File: config.mk
export PLATFORM = sky130hd
export DESIGN_NAME = if_fetch_stage_flat
export DESIGN_NICKNAME = d
export VERILOG_FILES = /design/src/rtl/if_fetch_stage_if.sv /design/src/rtl/if_fetch_stage.sv /design/src/flat_wrapper.sv
export SDC_FILE = /design/constraint.sdc
export NUM_CORES = 1
export LEC_CHECK = 0
export CORE_UTILIZATION = 30
export DETAILED_ROUTE_END_ITERATION = 10
export DONT_BUFFER_PORTS = 1
export SYNTH_ARGS = -nofsm -noshare
export SYNTH_HDL_FRONTEND = slang
export SYNTH_SLANG_ARGS = --single-unit
File: constraint.sdc
create_clock -name clk -period 3.2 [get_ports clk]
set_input_delay 0.32 -clock clk [delete_from_list [all_inputs] [get_ports clk]]
set_output_delay 0.32 -clock clk [all_outputs]
set_load 0.02 [all_outputs]
File: src/rtl/if_fetch_stage_if.sv
// Instruction-memory port between the fetch stage (master) and the instruction ROM (slave).
// rom_req/rom_addr form the request, rom_ack accepts it, and rom_rvalid/rom_rdata return the data.
interface if_fetch_stage_if #(
  parameter int ADDR_WIDTH = 32,
  parameter int INST_WIDTH = 32
);
  logic                  rom_req;
  logic [ADDR_WIDTH-1:0] rom_addr;
  logic                  rom_ack;
  logic                  rom_rvalid;
  logic [INST_WIDTH-1:0] rom_rdata;

  modport master (
    output rom_req,
    output rom_addr,
    input  rom_ack,
    input  rom_rvalid,
    input  rom_rdata
  );

  modport slave (
    input  rom_req,
    input  rom_addr,
    output rom_ack,
    output rom_rvalid,
    output rom_rdata
  );
endinterface

File: src/rtl/if_fetch_stage.sv
// Instruction-fetch stage: owns the PC, keeps one ROM request outstanding, and uses a one-entry skid buffer.
// Define FETCH_ADDR_EXC_EN to add addr_exc_out. A misaligned PC then becomes an exception slot instead of a fetch.
module if_fetch_stage #(
  parameter int                    ADDR_WIDTH = 32,
  parameter int                    INST_WIDTH = 32,
  parameter logic [ADDR_WIDTH-1:0] RESET_PC   = 32'hBFC00000
) (
  input  logic                  clk,
  input  logic                  rst,
  input  logic                  stall_next_stage,
  input  logic                  redirect,
  input  logic [ADDR_WIDTH-1:0] redirect_pc,
  if_fetch_stage_if.master      rom,
  output logic [ADDR_WIDTH-1:0] addr_out,
  output logic [INST_WIDTH-1:0] inst_out,
  output logic                  valid_out
`ifdef FETCH_ADDR_EXC_EN
  ,
  output logic                  addr_exc_out
`endif
);

  typedef enum logic [1:0] {
    S_REQ  = 2'd0,
    S_WAIT = 2'd1,
    S_HOLD = 2'd2
  } state_t;

  localparam logic [ADDR_WIDTH-1:0] PC_STEP = ADDR_WIDTH'(3'd4);

  state_t                state_r;
  logic [ADDR_WIDTH-1:0] pc_r;
  logic [ADDR_WIDTH-1:0] req_pc_r;
  logic [INST_WIDTH-1:0] skid_r;
  logic                  kill_r;
`ifdef FETCH_ADDR_EXC_EN
  logic                  exc_done_r;
`endif

  logic consume_s;
  logic slot_free_s;
  logic pc_misaligned_s;
  logic rom_req_s;

  // Output-slot handshake and request decode from state and PC.
  always_comb begin
    consume_s       = valid_out && !stall_next_stage;
    slot_free_s     = !valid_out || consume_s;
    pc_misaligned_s = 1'b0;
`ifdef FETCH_ADDR_EXC_EN
    pc_misaligned_s = (pc_r[1:0] != 2'b00);
`endif
    rom_req_s       = (state_r == S_REQ) && !rst && !pc_misaligned_s;
  end

  assign rom.rom_req  = rom_req_s;
  assign rom.rom_addr = pc_r;

  // Fetch FSM, PC, skid buffer and the registered IF/ID outputs.
  always_ff @(posedge clk) begin
    if (rst) begin
      state_r   <= S_REQ;
      pc_r      <= RESET_PC;
      req_pc_r  <= '0;
      skid_r    <= '0;
      kill_r    <= 1'b0;
      valid_out <= 1'b0;
      addr_out  <= '0;
      inst_out  <= '0;
`ifdef FETCH_ADDR_EXC_EN
      addr_exc_out <= 1'b0;
      exc_done_r   <= 1'b0;
`endif
    end else if (redirect) begin
      valid_out <= 1'b0;
      pc_r      <= redirect_pc;
`ifdef FETCH_ADDR_EXC_EN
      addr_exc_out <= 1'b0;
      exc_done_r   <= 1'b0;
`endif
      case (state_r)
        S_REQ: begin
          if (rom_req_s && rom.rom_ack) begin
            state_r <= S_WAIT;
            kill_r  <= 1'b1;
          end else begin
            state_r <= S_REQ;
          end
        end
        // Stay in WAIT until the stale response drains so that kill pairs with that response.
        S_WAIT: begin
          if (rom.rom_rvalid) begin
            state_r <= S_REQ;
            kill_r  <= 1'b0;
          end else begin
            kill_r  <= 1'b1;
          end
        end
        S_HOLD:  state_r <= S_REQ;
        default: state_r <= S_REQ;
      endcase
    end else begin
      if (consume_s) begin
        valid_out <= 1'b0;
      end
      case (state_r)
        S_REQ: begin
          if (rom_req_s && rom.rom_ack) begin
            req_pc_r <= pc_r;
            state_r  <= S_WAIT;
          end
`ifdef FETCH_ADDR_EXC_EN
          else if (pc_misaligned_s && !exc_done_r && slot_free_s) begin
            addr_out     <= pc_r;
            inst_out     <= '0;
            valid_out    <= 1'b1;
            addr_exc_out <= 1'b1;
            exc_done_r   <= 1'b1;
          end
`endif
        end
        S_WAIT: begin
          if (rom.rom_rvalid) begin
            if (kill_r) begin
              kill_r  <= 1'b0;
              state_r <= S_REQ;
            end else if (slot_free_s) begin
              addr_out  <= req_pc_r;
              inst_out  <= rom.rom_rdata;
              valid_out <= 1'b1;
`ifdef FETCH_ADDR_EXC_EN
              addr_exc_out <= 1'b0;
`endif
              pc_r      <= req_pc_r + PC_STEP;
              state_r   <= S_REQ;
            end else begin
              skid_r  <= rom.rom_rdata;
              pc_r    <= req_pc_r + PC_STEP;
              state_r <= S_HOLD;
            end
          end
        end
        S_HOLD: begin
          if (slot_free_s) begin
            addr_out  <= req_pc_r;
            inst_out  <= skid_r;
            valid_out <= 1'b1;
`ifdef FETCH_ADDR_EXC_EN
            addr_exc_out <= 1'b0;
`endif
            state_r   <= S_REQ;
          end
        end
        default: state_r <= S_REQ;
      endcase
    end
  end

endmodule

File: src/flat_wrapper.sv
// flat-port wrapper written by rule: the top's interface ports become plain ports
module if_fetch_stage_flat 
#(
  parameter int                    ADDR_WIDTH = 32,
  parameter int                    INST_WIDTH = 32,
  parameter logic [ADDR_WIDTH-1:0] RESET_PC   = 32'hBFC00000
)
  (clk, rst, stall_next_stage, redirect, redirect_pc, addr_out, inst_out, valid_out, rom_rom_req, rom_rom_addr, rom_rom_ack, rom_rom_rvalid, rom_rom_rdata);
  if_fetch_stage_if #(.ADDR_WIDTH(ADDR_WIDTH), .INST_WIDTH(INST_WIDTH)) rom_i ();
  input  logic clk;
  input  logic rst;
  input  logic stall_next_stage;
  input  logic redirect;
  input  logic [ADDR_WIDTH-1:0] redirect_pc;
  output logic [ADDR_WIDTH-1:0] addr_out;
  output logic [INST_WIDTH-1:0] inst_out;
  output logic valid_out;
  output wire logic [$bits(rom_i.rom_req)-1:0] rom_rom_req;
  output wire logic [$bits(rom_i.rom_addr)-1:0] rom_rom_addr;
  input wire logic [$bits(rom_i.rom_ack)-1:0] rom_rom_ack;
  input wire logic [$bits(rom_i.rom_rvalid)-1:0] rom_rom_rvalid;
  input wire logic [$bits(rom_i.rom_rdata)-1:0] rom_rom_rdata;
  assign rom_rom_req = rom_i.rom_req;
  assign rom_rom_addr = rom_i.rom_addr;
  assign rom_i.rom_ack = rom_rom_ack;
  assign rom_i.rom_rvalid = rom_rom_rvalid;
  assign rom_i.rom_rdata = rom_rom_rdata;
  if_fetch_stage #(.ADDR_WIDTH(ADDR_WIDTH), .INST_WIDTH(INST_WIDTH), .RESET_PC(RESET_PC)) u_core (.clk(clk), .rst(rst), .stall_next_stage(stall_next_stage), .redirect(redirect), .redirect_pc(redirect_pc), .rom(rom_i), .addr_out(addr_out), .inst_out(inst_out), .valid_out(valid_out));
endmodule
Word level (Yosys, flattened, before mapping)
Index checks and enable logic that the tools add are counted.
{"block": "totals", "out_inout_bits": 98, "in_bits": 70, "wordCells": 76, "register_bits": 164}
{"block": "op_classes", "mux": 34, "bitwise_logic": 3, "n_reduce_logical": 20, "eq_ne": 10, "n_addsub": 1}
{"cell": "32-bit two-way mux", "n": 11}
{"cell": "32-bit case mux with 2 select lines", "n": 2}
{"cell": "32-bit by 3-bit adder with 32-bit output, second input constant", "n": 1}
{"cell": "2-bit two-way mux", "n": 7}
{"cell": "1-bit two-way mux", "n": 10}
{"cell": "3-bit AND reduction", "n": 3}
{"cell": "4-bit AND reduction", "n": 2}
{"cell": "2-bit nonzero test", "n": 4}
{"cell": "2-bit != test, second input constant", "n": 3}
{"cell": "3-bit != test, second input constant", "n": 2}
{"cell": "2-bit case mux with 3 select lines", "n": 1}
{"cell": "6-bit AND reduction", "n": 1}
{"cell": "5-bit AND reduction", "n": 1}
{"cell": "2-bit by 1-bit != test with 1-bit output, second input constant", "n": 2}
{"cell": "1-bit case mux with 2 select lines", "n": 2}
{"cell": "2-bit case mux with 2 select lines", "n": 1}
{"cell": "1-bit logical AND", "n": 3}
{"cell": "1-bit zero test", "n": 3}
{"cell": "3-bit by 2-bit != test with 1-bit output, second input constant", "n": 1}
{"cell": "1-bit inverter", "n": 3}
{"cell": "2-bit by 1-bit equality test with 1-bit output, second input constant", "n": 1}
{"cell": "2-bit equality test, second input constant", "n": 1}
{"cell": "2-bit zero test", "n": 1}
{"cell": "2-bit OR reduction", "n": 1}
{"cell": "1-bit logical OR", "n": 1}

Logic depth before layout (Yosys ltp)
{"block": "depth", "ltp_word": 8, "ltp_mapped": 9, "depth_no_buf": 7}

Worst setup path before layout
No wires, ideal clock.
{"block": "synth_path", "path_type": "reg2reg", "startpoint": "register u_core.state_r[1]", "endpoint": "register u_core.skid_r[18]", "t_arrival_ns": 1.753, "setup_slack_ns": 1.315, "path_buffers": 1, "setup_time_ns": 0.132, "path_stages_with_launch": 9, "cell_sequence": "dfxtp_1 inv_1 ha_1 nand3b_1 nor2_1 nand3_1 clkbuf_1 nand2_1 a21oi_1"}
{"block": "synth_via", "elab_chain_cells": 2}
{"item": "start: declaration", "line": "if_fetch_stage.sv:31", "rtl": "state_t state_r;"}
{"item": "start signal: assignment", "line": "if_fetch_stage.sv:62", "rtl": "state_r <= S_REQ;"}
{"item": "start signal: assignment", "line": "if_fetch_stage.sv:84", "rtl": "state_r <= S_WAIT;"}
{"item": "start signal: assignment", "line": "if_fetch_stage.sv:87", "rtl": "state_r <= S_REQ;"}
{"item": "2-bit by 1-bit equality test with 1-bit output", "line": "if_fetch_stage.sv:106", "rtl": "case (state_r)"}
{"item": "5-bit AND reduction (no source line)"}
{"item": "end signal: assignment", "line": "if_fetch_stage.sv:137", "rtl": "skid_r <= rom.rom_rdata;"}
{"item": "end: declaration", "line": "if_fetch_stage.sv:34", "rtl": "logic [INST_WIDTH-1:0] skid_r;"}
Every way passes these cells.
A chain may end at the register's enable or synchronous reset.

Worst setup path in the final report
{"block": "layout_path", "startpoint": "register u_core.state_r[1]", "endpoint": "register u_core.inst_out[4]"}
{"block": "layout_via", "elab_chain_cells": 3}
{"item": "2-bit equality test or 2-bit by 1-bit equality test with 1-bit output (tied branches)", "line": "if_fetch_stage.sv:106"}
{"item": "2-bit by 1-bit != test with 1-bit output (no source line), or another cell as far along"}
{"item": "6-bit AND reduction (no source line)"}
{"item": "end signal: assignment", "line": "if_fetch_stage.sv:129", "rtl": "inst_out <= rom.rom_rdata;"}
{"item": "end signal: assignment", "line": "if_fetch_stage.sv:146", "rtl": "inst_out <= skid_r;"}
{"item": "end: declaration", "line": "if_fetch_stage.sv:15", "rtl": "output logic [INST_WIDTH-1:0] inst_out,"}
Several ways; a longest one is shown, not always the timed one.

==> run metrics <==
status=complete, no violations; setup total negative slack=0 ns; via count=about 5700; Yosys warning count=0; mux contribution to synthesized area=4.95%; Post-CTS Setup Inserts=0; row count=55; Simple-Gate Fraction of Synth Area=between 20% and 30%; Period minus WS final=2.18 ns; Peak supply drop=around 0.00034 V; leading area contributor after synthesis=dfxtp_1; remaining global-route overflow=0; most frequent cells in the layout=nand2_1 (218), dfxtp_1 (164), a21oi_1 (116), nor2_1 (63), a211oi_1 (35); crit path max-delay cell type=buf_4; mapped cell area=0.00687 mm2; clk_lat worst skew=around 0.43 ns; arrival time of the worst setup path=~2.5 ns; Critical Path RT=~3.5 ns; Core Region=approximately 0.023 mm2; Total GRT Usage=approximately 17%; Cells after DPL=1081; CP max FO=between 60 and 70; antenna-violating nets left=0; clock-pin slew of the registers on the worst-case setup and hold paths=roughly 0.07 ns; Register-to-Register Setup Slack=slightly above 1 ns; vias per inst=between 5 and 6; CTS Buf Count=17; initial antenna violation count=1; # H-tree levels=4; count of final setup violators=0; vias in the first global route=~5300; most common cell after layout, fill and taps aside=nand2_1; die height=about 150 um; Synth Area in Adders=0.910%; Final period util=~70%; worst slew pin tran=0.746 ns; CTS Root Cell=clkbuf_16; Final Wtd Congestion=0.777; share of cells above drive strength 1=about 6.6%; Unique masters post-synth=between 40 and 50; DRT Pass-1 Iters=7; post-DP HPWL=between 10000 and 15000 um; Crit path largest cell delay=0.51 ns; Compound-Gate Fraction of Synth Area=about 17%; power density over the cells=602 mW/mm2; Final Max Tran Viols=0; Max Cap Viol=0; Fin. Hold Viols=0; Pleak=2.42 nW; post-synthesis sequential area ratio=47.8%; Post-Syn Nets=approximately 900; Top delay family on crit path=buffers and inverters; port bufs=0; post-synthesis register bit count=164; CP Capture Type=flip-flop; max_slew headroom=roughly 50%; crit-path cells=inv_1 > ha_1 > and3b_1 > a21oi_1 > nor2b_4 > buf_4 > nor2_1 > a211oi_1; Worst Path Buf+Inv=2; DIE WIDTH=around 150 um; number of synthesized flops with an enable pin=0; xor/xnor cell area share of the yosys netlist=just over 3%; wire length per cell=~18 um; IO Count=approximately 170; CTS Sinks=164; post-route DRC violation count=0; crit path launch type=flip-flop; fmax=459 MHz; nets@finish=~900; first-pass GRT wire length=between 30000 and 40000 um; CTS max path bufs=2; main combinational cell family by area after synthesis=simple AND/OR/NAND/NOR gates; synthesized netlist cell count=about 850; RSZ-0062 raised after global routing=false; Hold Crit Class=in -> reg; CTS tree=done; Max Clock Skew=between 0.01 and 0.015 ns; share of the synthesized area in the top cell type=about 48%; DRT iter0 DRCs=316; largest net degree at the start of global routing=between 100 and 150; Layout Cells excl Fill=around 1100; initial core utilization=a little under a third; DIE AREA=between 0.02 and 0.025 mm2; Synth area leaders=dfxtp_1 (48%), nand2_1 (12%), a21oi_1 (8.4%); Hold WS=between 0.015 and 0.02 ns; area growth from synthesis to layout=13.0%; critical path type=reg -> reg; synthesized area per cell=around 8 um2; Most used DFF post-synth=dfxtp_1; Post-synth ARST share=0%; Detailed Route WL=20000 um
## metal layers
metal | global-route usage (%) | routed length, um | vias to the layer above
met5 | 0 | 0 | -
met1 | 21.4 | 8720 | 2654
met2 | 25.6 | 8890 | 202
met3 | 7.74 | 2250 | 13
met4 | 4.95 | 161 | 0
li1 | - | - | 2866
## synthesized netlist by cell type, drive strengths merged, types with 2 or more instances
library cell / count
and3: 5
xnor2: 17
o21a: 2
a211oi: 35
dfxtp: 164
clkbuf: 51
o22ai: 10
a222oi: 6
nor2b: 3
nand4: 5
nor3: 17
a311oi: 2
nor4: 5
or3: 4
mux2i: 34
buf: 17
nand2b: 3
a221oi: 7
nor2: 64
nand3b: 2
nand2: 218
o21ai: 14
ha: 5
a21oi: 116
a22oi: 3
xor2: 7
nand3: 14
nor3b: 2
inv: 10
## state kept, by name, summed over array words and instances (netlist names)
| register | flops |
|---|---|
| u_core.addr_out | 32 |
| u_core.inst_out | 32 |
| u_core.req_pc_r | 32 |
| u_core.rom.rom_addr | 32 |
| u_core.skid_r | 32 |
| u_core.state_r | 2 |
| u_core.kill_r | 1 |
| u_core.valid_out | 1 |
## timing repair
action / CTS / global route
resized for setup: 0 / 0
hold buffers: 6 / 0
hold endpoints to repair: 139 / 0
## worst register-to-register path, delay by kind of cell, from the launching register on
family                   cells  cell delay (ns)
AND/OR/NAND/NOR              3             0.56
adder cells (fa/ha/maj)      1             0.27
flip-flops                   1             0.32
buffers and inverters        2             0.61
AO/OA/AOI/OAI                2             0.34
## report_power, final
part	leakage, nW	switching (mW)	internal, mW	total (mW)
combinational	0.790	0.185	0.107	0.292
sequential	1.33	0.131	2.11	2.24
clock	0.299	0.887	1.26	2.15
## final cells by class
cell class | count | area, um2
multi-input combinational | 609 | 3290
fill | 2355 | 14800
clock buffer | 18 | 439
timing repair buffer | 19 | 188
sequential | 164 | 3280
antenna | 1 | 2.50
clock inverter | 14 | 175
inverter | 10 | 37.5
tap | 285 | 357
## through the flow
step | power (mW) | util [%] | setup slack (ns) | cell area [um2]
floorplan | 2.48 | - | 1.32 | 6870
global placement | 2.53 | 31.3 | 1.06 | 7070
detailed placement | 2.53 | 31.3 | 1.06 | 7070
CTS | 4.73 | 34.4 | 1.02 | 7770
global route | 4.85 | 34.4 | 0.814 | 7770
finish | 4.68 | 34.4 | 1.02 | 7770
## path summary, 6_finish.rpt
path                     startpoint                 endpoint  depth (start not counted)
setup / recovery  u_core.state_r[1]       u_core.inst_out[4]                          8
setup reg to reg  u_core.state_r[1]       u_core.inst_out[4]                          8
hold / removal                  rst  u_core.rom.rom_addr[23]                          2
hold reg to reg   u_core.skid_r[25]        u_core.skid_r[25]                          2
## logic make-up (layout without fill, tap and decap cells)
group	count (synthesis)	after routing
multiplexers	34	34
flip-flops	164	164
other	0	1
AND/OR/NAND/NOR	347	347
XOR/XNOR	24	24
AO/OA/AOI/OAI	199	199
adder cells (fa/ha/maj)	5	5
buffers and inverters	78	61
(Power assumes the default switching activity.)
